--- config.mk ---
export PLATFORM = sky130hd
export DESIGN_NAME = tetris_ctrl
export DESIGN_NICKNAME = d
export VERILOG_FILES = /design/src/rtl/tetris_pkg.sv /design/src/rtl/tetris_gravity_timer.sv /design/src/rtl/tetris_ctrl.sv
export SDC_FILE = /design/constraint.sdc
export NUM_CORES = 1
export LEC_CHECK = 0
export BUFFER_PORTS_ARGS = -buffer_cell sky130_fd_sc_hd__buf_2
export CORE_ASPECT_RATIO = 0.6
export CORE_UTILIZATION = 55
export CTS_CLUSTER_DIAMETER = 30
export DETAILED_ROUTE_END_ITERATION = 8
export GPL_ROUTABILITY_DRIVEN = 0
export PLACE_DENSITY = 0.77
export SETUP_SLACK_MARGIN = 0.15
export SLEW_MARGIN = 20
export SYNTH_ARGS = -nofsm -noshare
export SYNTH_HDL_FRONTEND = slang
export SYNTH_HIERARCHICAL = 1
export SYNTH_SLANG_ARGS = --single-unit
--- constraint.sdc ---
create_clock -name clk -period 3.5 [get_ports clk]
set_clock_uncertainty 0.05 [all_clocks]
set_input_delay 0.7 -clock clk [delete_from_list [all_inputs] [get_ports clk]]
set_output_delay 0.7 -clock clk [all_outputs]
set_load 0.01 [all_outputs]
--- src/rtl/tetris_pkg.sv ---
// rtl/tetris_pkg.sv - shared state encoding and direction constants for the tetris sequencer
package tetris_pkg;

    typedef enum logic [3:0] {
        ST_SPAWN  = 4'd0,
        ST_CHECK  = 4'd1,
        ST_PLAY   = 4'd2,
        ST_MOVE   = 4'd3,
        ST_DROP   = 4'd4,
        ST_MARK   = 4'd5,
        ST_SHIFT  = 4'd6,
        ST_COMMIT = 4'd7,
        ST_PAUSE  = 4'd8,
        ST_OVER   = 4'd9
    } state_t;

    // One-hot move directions as seen by the engine: {d, r, l, u}
    localparam logic [3:0] DIR_NONE = 4'b0000;
    localparam logic [3:0] DIR_U    = 4'b0001;
    localparam logic [3:0] DIR_L    = 4'b0010;
    localparam logic [3:0] DIR_R    = 4'b0100;
    localparam logic [3:0] DIR_D    = 4'b1000;

    // Width of the shared wait/timeout counter
    localparam int TCNT_W = 16;

endpackage

--- src/rtl/tetris_gravity_timer.sv ---
// rtl/tetris_gravity_timer.sv - free-running gravity period counter with freeze enable
module tetris_gravity_timer #(
    parameter int DROP_TICKS = 25_000_000
) (
    input  logic clk,
    input  logic rst,
    input  logic enable,
    output logic tick
);

    localparam int W = (DROP_TICKS > 2) ? $clog2(DROP_TICKS) : 1;

    logic [W-1:0] cnt;
    logic         at_end;

    assign at_end = (cnt == W'(DROP_TICKS - 1));
    // tick marks the cycle in which the counter wraps; the FSM latches it
    assign tick   = enable && at_end;

    // Count while enabled, wrapping at the end of the period
    always_ff @(posedge clk or posedge rst) begin
        if (rst) begin
            cnt <= '0;
        end else if (enable) begin
            cnt <= at_end ? '0 : cnt + 1'b1;
        end
    end

endmodule

--- src/rtl/tetris_ctrl.sv ---
// rtl/tetris_ctrl.sv - game-sequencing master: spawn, play, lock, clear loop with gravity and pause
module tetris_ctrl
    import tetris_pkg::*;
#(
    parameter int DROP_TICKS  = 25_000_000,
    parameter int DIE_LAT     = 2,
    parameter int ACK_TIMEOUT = 1024
) (
    input  logic        clk,
    input  logic        clr,
    input  logic        U,
    input  logic        D,
    input  logic        L,
    input  logic        R,
    input  logic        pause,
    input  logic        move_comp,
    input  logic        down_comp,
    input  logic        die,
    input  logic        shift_finish,
    input  logic        remove_2_finish,
    output logic        gen_random,
    output logic        isdie,
    output logic        moveT,
    output logic        u,
    output logic        l,
    output logic        r,
    output logic        d,
    output logic        move_down,
    output logic        auto_down,
    output logic        remove_1,
    output logic        shift,
    output logic        remove_2,
    output logic        stop,
    output logic        err,
    output logic [15:0] piece_cnt
);

    state_t              state;
    logic [TCNT_W-1:0]   tcnt;
    logic [3:0]          dir;
    logic                key_u, key_l, key_r, key_d;
    logic                pend_pause, pend_drop;
    logic                tick;
    logic                grav_en, key_ok, timeout, die_due;
    logic                take_pause, take_drop, serve_d, serve_l, serve_r, serve_u;

    assign u = dir[0];
    assign l = dir[1];
    assign r = dir[2];
    assign d = dir[3];

    assign grav_en = (state != ST_PAUSE) && (state != ST_OVER);
    assign key_ok  = grav_en;
    assign timeout = (tcnt == TCNT_W'(ACK_TIMEOUT - 1));
    assign die_due = (tcnt == TCNT_W'(DIE_LAT + 1));

    tetris_gravity_timer #(.DROP_TICKS(DROP_TICKS)) u_gravity (
        .clk    (clk),
        .rst    (clr),
        .enable (grav_en),
        .tick   (tick)
    );

    // Decide which pending event PLAY serves this cycle (pause > gravity > D > L > R > U)
    always_comb begin
        take_pause = 1'b0;
        take_drop  = 1'b0;
        serve_d    = 1'b0;
        serve_l    = 1'b0;
        serve_r    = 1'b0;
        serve_u    = 1'b0;
        if (state == ST_PLAY) begin
            if (pend_pause)     take_pause = 1'b1;
            else if (pend_drop) take_drop  = 1'b1;
            else if (key_d)     serve_d    = 1'b1;
            else if (key_l)     serve_l    = 1'b1;
            else if (key_r)     serve_r    = 1'b1;
            else if (key_u)     serve_u    = 1'b1;
        end
    end

    // One-deep latches for keys, pause and gravity; a fresh pulse outlives a same-cycle service
    always_ff @(posedge clk or posedge clr) begin
        if (clr) begin
            key_u      <= 1'b0;
            key_l      <= 1'b0;
            key_r      <= 1'b0;
            key_d      <= 1'b0;
            pend_pause <= 1'b0;
            pend_drop  <= 1'b0;
        end else begin
            if (state == ST_SPAWN) begin
                key_u <= 1'b0;
                key_l <= 1'b0;
                key_r <= 1'b0;
                key_d <= 1'b0;
            end else begin
                if (U && key_ok)  key_u <= 1'b1;
                else if (serve_u) key_u <= 1'b0;
                if (L && key_ok)  key_l <= 1'b1;
                else if (serve_l) key_l <= 1'b0;
                if (R && key_ok)  key_r <= 1'b1;
                else if (serve_r) key_r <= 1'b0;
                if (D && key_ok)  key_d <= 1'b1;
                else if (serve_d) key_d <= 1'b0;
            end

            // In PAUSE the pulse resumes play directly and is not latched
            if (pause && key_ok)    pend_pause <= 1'b1;
            else if (take_pause)    pend_pause <= 1'b0;

            if (state == ST_SPAWN)  pend_drop <= 1'b0;
            else if (tick)          pend_drop <= 1'b1;
            else if (take_drop)     pend_drop <= 1'b0;
        end
    end

    // Main sequencing FSM with registered (Moore) command outputs
    always_ff @(posedge clk or posedge clr) begin
        if (clr) begin
            state      <= ST_SPAWN;
            tcnt       <= '0;
            dir        <= DIR_NONE;
            gen_random <= 1'b0;
            isdie      <= 1'b0;
            moveT      <= 1'b0;
            move_down  <= 1'b0;
            auto_down  <= 1'b0;
            remove_1   <= 1'b0;
            shift      <= 1'b0;
            remove_2   <= 1'b0;
            stop       <= 1'b0;
            err        <= 1'b0;
            piece_cnt  <= 16'd0;
        end else begin
            gen_random <= 1'b0;
            isdie      <= 1'b0;
            remove_1   <= 1'b0;
            case (state)
                ST_SPAWN: begin
                    gen_random <= 1'b1;
                    piece_cnt  <= piece_cnt + 16'd1;
                    tcnt       <= '0;
                    state      <= ST_CHECK;
                end
                ST_CHECK: begin
                    isdie <= (tcnt == '0);
                    if (die_due) begin
                        tcnt  <= '0;
                        stop  <= die;
                        state <= die ? ST_OVER : ST_PLAY;
                    end else begin
                        tcnt <= tcnt + 1'b1;
                    end
                end
                ST_PLAY: begin
                    tcnt <= '0;
                    if (take_pause) begin
                        stop  <= 1'b1;
                        state <= ST_PAUSE;
                    end else if (take_drop || serve_d) begin
                        move_down <= 1'b1;
                        auto_down <= take_drop;
                        state     <= ST_DROP;
                    end else if (serve_l || serve_r || serve_u) begin
                        moveT <= 1'b1;
                        dir   <= serve_l ? DIR_L : (serve_r ? DIR_R : DIR_U);
                        state <= ST_MOVE;
                    end
                end
                ST_MOVE: begin
                    if (move_comp || timeout) begin
                        moveT <= 1'b0;
                        dir   <= DIR_NONE;
                        err   <= err | ~move_comp;
                        state <= ST_PLAY;
                    end else begin
                        tcnt <= tcnt + 1'b1;
                    end
                end
                ST_DROP: begin
                    // A lock report outranks a same-cycle move_comp
                    if (down_comp) begin
                        move_down <= 1'b0;
                        auto_down <= 1'b0;
                        remove_1  <= 1'b1;
                        state     <= ST_MARK;
                    end else if (move_comp || timeout) begin
                        move_down <= 1'b0;
                        auto_down <= 1'b0;
                        err       <= err | ~move_comp;
                        state     <= ST_PLAY;
                    end else begin
                        tcnt <= tcnt + 1'b1;
                    end
                end
                ST_MARK: begin
                    shift <= 1'b1;
                    tcnt  <= '0;
                    state <= ST_SHIFT;
                end
                ST_SHIFT: begin
                    if (shift_finish) begin
                        shift    <= 1'b0;
                        remove_2 <= 1'b1;
                        tcnt     <= '0;
                        state    <= ST_COMMIT;
                    end else if (timeout) begin
                        shift <= 1'b0;
                        err   <= 1'b1;
                        state <= ST_SPAWN;
                    end else begin
                        tcnt <= tcnt + 1'b1;
                    end
                end
                ST_COMMIT: begin
                    if (remove_2_finish || timeout) begin
                        remove_2 <= 1'b0;
                        err      <= err | ~remove_2_finish;
                        state    <= ST_SPAWN;
                    end else begin
                        tcnt <= tcnt + 1'b1;
                    end
                end
                ST_PAUSE: begin
                    if (pause) begin
                        stop  <= 1'b0;
                        state <= ST_PLAY;
                    end
                end
                ST_OVER: begin
                    stop <= 1'b1;
                end
                default: begin
                    state <= ST_SPAWN;
                end
            endcase
        end
    end

endmodule

==> results.cfg, run 1 <==
[floorplanning]
pin_count = 42
initial_core_util_pct = 58.7
die_y_um = 71.4
core-area_mm2 = 0.00751
cell_rows = 24
floorplan.die_area_mm2 = 0.00839
die_w_um = 118

[pwr]
seq_power_share_pct = 35.7
power.share.combinational_pct = 36.6
total_leakage_power_nw = 2.31
power.internal_mw = 2.37
switchingPower_mw = 1.44
power.share.clock_pct = 27.7
vdd_drop_max_uv = 380
swShare_pct = 37.8
power.density_cell_area_mw_per_mm2 = 754

[placement]
dp_hpwl_mm = 7.00
buffers_added_on_ports = 40
place_inst = 587
placement.setup.worst_slack_ns = 1.02
place_area_mm2 = 0.00471

[finish]
fillCellCount = 603
final-seq-area_mm2 = 0.00200
n_antenna_cell = 0
fin_area_mm2 = 0.00505
final_cell_mix = sky130_fd_sc_hd__dfrtp_1, sky130_fd_sc_hd__buf_2, sky130_fd_sc_hd__nor2_1
area_of_the_multi_input_gates_mm2 = 0.00225
nets = 510
layout.cells.most_common = sky130_fd_sc_hd__dfrtp_1
number_of_standard_cells_in_the_layout_taps_in_and_fillers_out = 603
area_growth_synth_to_finish_pct = 14.6
fraction_of_final_layout_cells_with_drive_strength_greater_than_1_pct = 17.4

[timing]
finalSetupTns_ns = 0
final_max_slew_viol_count = 0
final.min_clock_period_ns = 2.53
worstMarginPinSlew_ns = 0.949
timing.max_slew.rel_slack_pct = 36.7
timing.final.hold_violations = 0
setup_violations = 0
period_share_pct = 72.2
setup_slack_ns = 0.973
fmax_mhz = 396
rsz_0062_raised_after_global_routing = no

[routing]
drt.antenna.violating_nets = 0
post_drt_via_cell_ratio = 6.17
drt_first_iter_violations = 355
wirelength_mm = 10.1
routed_wire_length_per_instance_um = 16.8
drt_first_pass_iters = 5
vias_post_dr = 3721
drc = 0

[clocking]
tritoncts = built
ctsLongestPathBuffers = 2
cts.root.buffer_cell = sky130_fd_sc_hd__clkbuf_16
clk_pin_slew_worst_paths_ns = 0.06
tritoncts.num_buffers = 9
post_cts_resize_count = 0
post_cts_buffers = 0
numClockSinks = 80
clock_tree.htree_level_count = 3
cts.hold.buffers_added = 0
worst_skew_pair.late_latency_ns = 0.34

[critical_path]
cp_peak_stage_delay_ns = 0.85
critPathMaxFanout = 24
worstSetupEndpointType = flop
cp_data_required_time_ns = 3.68
timing.critical_path.from_type = flop
crit_path_start = state[0]$_DFFE_PP0P_
timing.critical_path.slowest_stage_cell = sky130_fd_sc_hd__dfrtp_1
critPathKind = flop to flop
crit_chain = nor2b_1 > a2bb2oi_1 > o32ai_4 > nor3_2 > buf_4 > mux2_2
cp_num_buf_inv = 1
timing.rr.start = state[0]$_DFFE_PP0P_
critPathArrivalTime_ns = 2.70
path_delay_family = flip-flops

[grt]
groute.usage.overall_pct = 25.5
grt_max_degree = 44
antenna_found_initial = 0
via_count_of_the_first_global_routing_pass = 3426
grt_first_pass_wirelength_mm = 16.8
overflow = 0

[hold_path]
hold_path.startpoint = u_gravity/cnt[22]$_DFFE_PP0P_
hold_class = flop to flop

[synth]
netlist_area_mm2 = 0.00441
async_flop_share_pct = 100
synthesized_area_per_cell_um2 = 9.75
synth_warnings = 6
yosysSeqAreaShare_pct = 45.4
dominantRegCellSynth = sky130_fd_sc_hd__dfrtp_1
mapped_nets = 468
post_synthesis_register_bit_count = 80
post_syn_instances = 452
synthDistinctLibCells = 68
synth_enable_flop_cells = 0

[flow_run]
drv_cap = 0

[status]
outcome = complete, no violations
[synthesized netlist by cell type (all sizes together) (12+ instances only)]
library cell  number  area, um^2
nand3             18        90.1
nor2b             12        75.1
o21ai             16        80.1
o211ai            17         128
a22o              17         149
xnor2             22         193
inv               16        60.1
dfrtp             80        2000
a21oi             18        93.8
nand4             18         134
and3              13        81.3
nand2             34         128
nor2              39         154
[power by group through the flow]
stage / logic [mW] / clock network, mW / registers, mW
5_1_grt: 1.52 / 1.11 / 1.39
3_3_place_gp: 1.32 / 0 / 1.36
3_5_place_dp: 1.37 / 0 / 1.36
2_1_floorplan: 1.02 / 0 / 1.33
4_1_cts: 1.38 / 1.08 / 1.35
6_report: 1.39 / 1.05 / 1.36
[registers in the layout, indices dropped and copies added (netlist names), 3 cells and up]
name and flops:
dir 3, piece_cnt 16, state 4, tcnt 16, u_gravity/cnt 25
[metrics by stage]
step / hold WS, ns / power, mW / utilization [%]
after CTS: 0.428 / 3.81 / 67.3
after global routing: 0.449 / 4.02 / 67.3
after global placement: 0.405 / 2.68 / 62.8
final: 0.425 / 3.81 / 67.3
after detailed placement: 0.416 / 2.73 / 62.8
after floorplan: 0.393 / 2.35 / -
[cell type report]
type	instances	share of cell area, %
clock inverters	5	1.71
inverters	16	1.19
flip-flops and latches	80	39.6
repair buffers	49	5.30
multi-input cells	338	44.6
well taps	104	2.57
clock buffers	11	5.00
[logic make-up (layout without fill, tap and decap cells)]
kind of cell | after synthesis | after routing | share of synthesized area (%)
buffers and inverters | 34 | 81 | 3.46
XOR/XNOR | 30 | 30 | 5.96
AND/OR/NAND/NOR | 194 | 194 | 25.3
AO/OA/AOI/OAI | 101 | 101 | 16.7
flip-flops | 80 | 80 | 45.4
other | 1 | 1 | 0.0850
multiplexers | 8 | 8 | 1.93
adder cells (fa/ha/maj) | 4 | 4 | 1.14
[final timing paths]
check	endpoint	slack, ns	cells past startpoint
worst max-delay path	tcnt[0]$_DFFE_PP0P_	0.97	6
max in group asynchronous	tcnt[13]$_DFFE_PP0P_	2.15	3
worst max register to register	tcnt[0]$_DFFE_PP0P_	0.97	6
worst min register to register	u_gravity/cnt[22]$_DFFE_PP0P_	0.43	1
min in group asynchronous	piece_cnt[15]$_DFFE_PP0P_	0.51	2
worst min-delay path	u_gravity/cnt[22]$_DFFE_PP0P_	0.43	1
[per-layer routing]
| metal | up-vias | wire (um) | global-route usage (%) |
|---|---|---|---|
| li1 | 1757 | - | - |
| met1 | 1794 | 4980 | 37.8 |
| met2 | 156 | 4270 | 36.6 |
| met3 | 14 | 799 | 6.77 |
| met4 | 0 | 100 | 7.55 |
| met5 | - | 0 | 0 |
(Power assumes the default switching activity.)
==> run 2, diff against run 1 <==
==> constraint.sdc (replaced) <==
create_clock -name clk -period 2.53 [get_ports clk]
set_clock_uncertainty 0.05 [all_clocks]
set_input_delay 0.506 -clock clk [delete_from_list [all_inputs] [get_ports clk]]
set_output_delay 0.506 -clock clk [all_outputs]
set_load 0.01 [all_outputs]
==> run 2 against run 1 <==
Routed wire length up 9.9%. Count of clock-buffer cells in the layout up 1. Worst setup slack worse by 0.79 ns. Cell count up 1.8%. Via count up 2.5%. Critical path depth up 1. First-iteration DRC count up 0.28%. Core utilization up 1.8 points. Sequential share of layout area down 0.98 points. Sequential power up 40%. Total power up 45%. Maximum frequency up 7.5%. Highest routed layer unchanged.
==> results.cfg, run 2 (same netlist as run 1, synthesis figures left out) <==
[floorplanning]
die_y_um = 71.4
cell_rows = 24
core-area_mm2 = 0.00751
pin_count = 42
floorplan.die_area_mm2 = 0.00839
initial_core_util_pct = 58.7
die_w_um = 118

[timing]
period_share_pct = 92.9
setup_violations = 0
timing.max_slew.rel_slack_pct = 60.3
worstMarginPinSlew_ns = 0.592
finalSetupTns_ns = 0
final.min_clock_period_ns = 2.35
timing.final.hold_violations = 0
rsz_0062_raised_after_global_routing = yes
fmax_mhz = 425
final_max_slew_viol_count = 0

[grt]
grt_first_pass_wirelength_mm = 18.5
overflow = 0
via_count_of_the_first_global_routing_pass = 3562
antenna_found_initial = 0
grt_max_degree = 43
groute.usage.overall_pct = 28.5

[pwr]
vdd_drop_max_uv = 573
power.density_cell_area_mw_per_mm2 = 1060
total_leakage_power_nw = 2.37
power_mw = 5.50

[clocking]
cts.root.buffer_cell = sky130_fd_sc_hd__clkbuf_16
ctsLongestPathBuffers = 2
tritoncts = built
numClockSinks = 80
worst_skew_pair.late_latency_ns = 0.34
clock_tree.htree_level_count = 3
tritoncts.num_buffers = 9
clk_pin_slew_worst_paths_ns = 0.06

[finish]
reg.largest.list = u_gravity/cnt: 25 flops, piece_cnt: 16 flops, tcnt: 16 flops
largest_register_ff_count = 25
final-seq-area_mm2 = 0.00201
n_antenna_cell = 0
area_of_the_multi_input_gates_mm2 = 0.00229
nets = 521
layout.cells.most_common = sky130_fd_sc_hd__dfrtp_1
final_cell_mix = sky130_fd_sc_hd__dfrtp_1, sky130_fd_sc_hd__buf_2, sky130_fd_sc_hd__nor2_1
fraction_of_final_layout_cells_with_drive_strength_greater_than_1_pct = 20.8
number_of_standard_cells_in_the_layout_taps_in_and_fillers_out = 614
fillCellCount = 575
area_growth_synth_to_finish_pct = 17.7
layout.core_utilization_pct = 69.2
fin_area_mm2 = 0.00519
top_register = u_gravity/cnt

[routing]
vias_post_dr = 3815
wirelength_mm = 11.2
drt_first_pass_iters = 6
post_drt_via_cell_ratio = 6.21
drt_first_iter_violations = 356
routed_wire_length_per_instance_um = 18.2
routed-wl-met2_mm = 4.53
drc = 0
top_layer = met4
met1Wirelength_mm = 5.46
wl_met3_mm = 1.10
drt.antenna.violating_nets = 0

[critical_path]
cp_peak_stage_delay_ns = 0.43
cp.depth = 7
critPathMaxFanout = 15
timing.critical_path.from_type = flop
timing.critical_path.slowest_stage_cell = sky130_fd_sc_hd__dfrtp_1
crit_chain = ha_1 > and3_1 > nand4_1 > a211oi_2 > nor3_4 > buf_12 > mux2_2
critPathKind = flop to flop
path_delay_family = simple AND/OR/NAND/NOR gates
worstSetupEndpointType = flop
critPathArrivalTime_ns = 2.52
cp_num_buf_inv = 1
cp_data_required_time_ns = 2.69
r2r.worst_path.cells = 7

[placement]
place_inst = 597
dp_hpwl_mm = 7.94
place_area_mm2 = 0.00480
buffers_added_on_ports = 40

[hold_path]
hold_class = primary input to async pin

[flow_run]
drv_cap = 0

[status]
outcome = complete, no violations
==> run 2: cell types whose count changed in the layout (fill, tap and decap cells not counted), sizes merged <==
cell    change
buf        +11
clkbuf      +1
clkinv      -1
==> run 2: what timing repair did <==
action | in CTS | in global routing
setup endpoints to repair | 15 | 35
hold buffers | 0 | 0
setup buffers | 0 | 1
resized for setup | 1 | 9
pin swaps | 0 | 2
==> run 2: stage by stage <==
stage               hold WS [ns]  worst slack [ns]
floorplan                  0.393             0.171
global placement           0.407            0.0301
detailed placement         0.419           -0.0443
CTS                       0.0809             0.152
global route              0.0971            0.0725
finish                    0.0791             0.179
==> run 2: final timing paths <==
| check | to | startpoint | slack, ns |
|---|---|---|---|
| worst max-delay path | tcnt[0]$_DFFE_PP0P_ | tcnt[0]$_DFFE_PP0P_ | 0.18 |
| worst min-delay path | gen_random$_DFF_PP0_ | clr | 0.08 |
| worst max register to register | tcnt[0]$_DFFE_PP0P_ | tcnt[0]$_DFFE_PP0P_ | 0.18 |
| worst min register to register | piece_cnt[15]$_DFFE_PP0P_ | piece_cnt[15]$_DFFE_PP0P_ | 0.42 |
| max in group asynchronous | state[0]$_DFFE_PP0P_ | clr | 1.81 |
| min in group clk | key_r$_DFFE_PP0P_ | R | 0.37 |
==> run 2: metal layers <==
metal	GRT usage, %	vias to the layer above
met2	39.2	196
met5	0	-
met1	44.3	1821
met4	7.69	0
li1	-	1789
met3	7.32	9
==> run 2: where the power goes <==
group	leakage (nW)	switching (mW)	internal, mW
combinational	1.15	1.22	0.950
sequential	1.06	0.355	1.55
clock	0.163	0.503	0.920
total	2.37	2.08	3.42
==> run 2: layout make-up <==
cell class                 instances  share of cell area (%)
tap                              104                    2.51
clock inverter                     4                    1.42
multi-input combinational        338                    44.0
timing repair buffer              60                    7.30
sequential                        80                    38.6
clock buffer                      12                    4.94
inverter                          16                    1.16
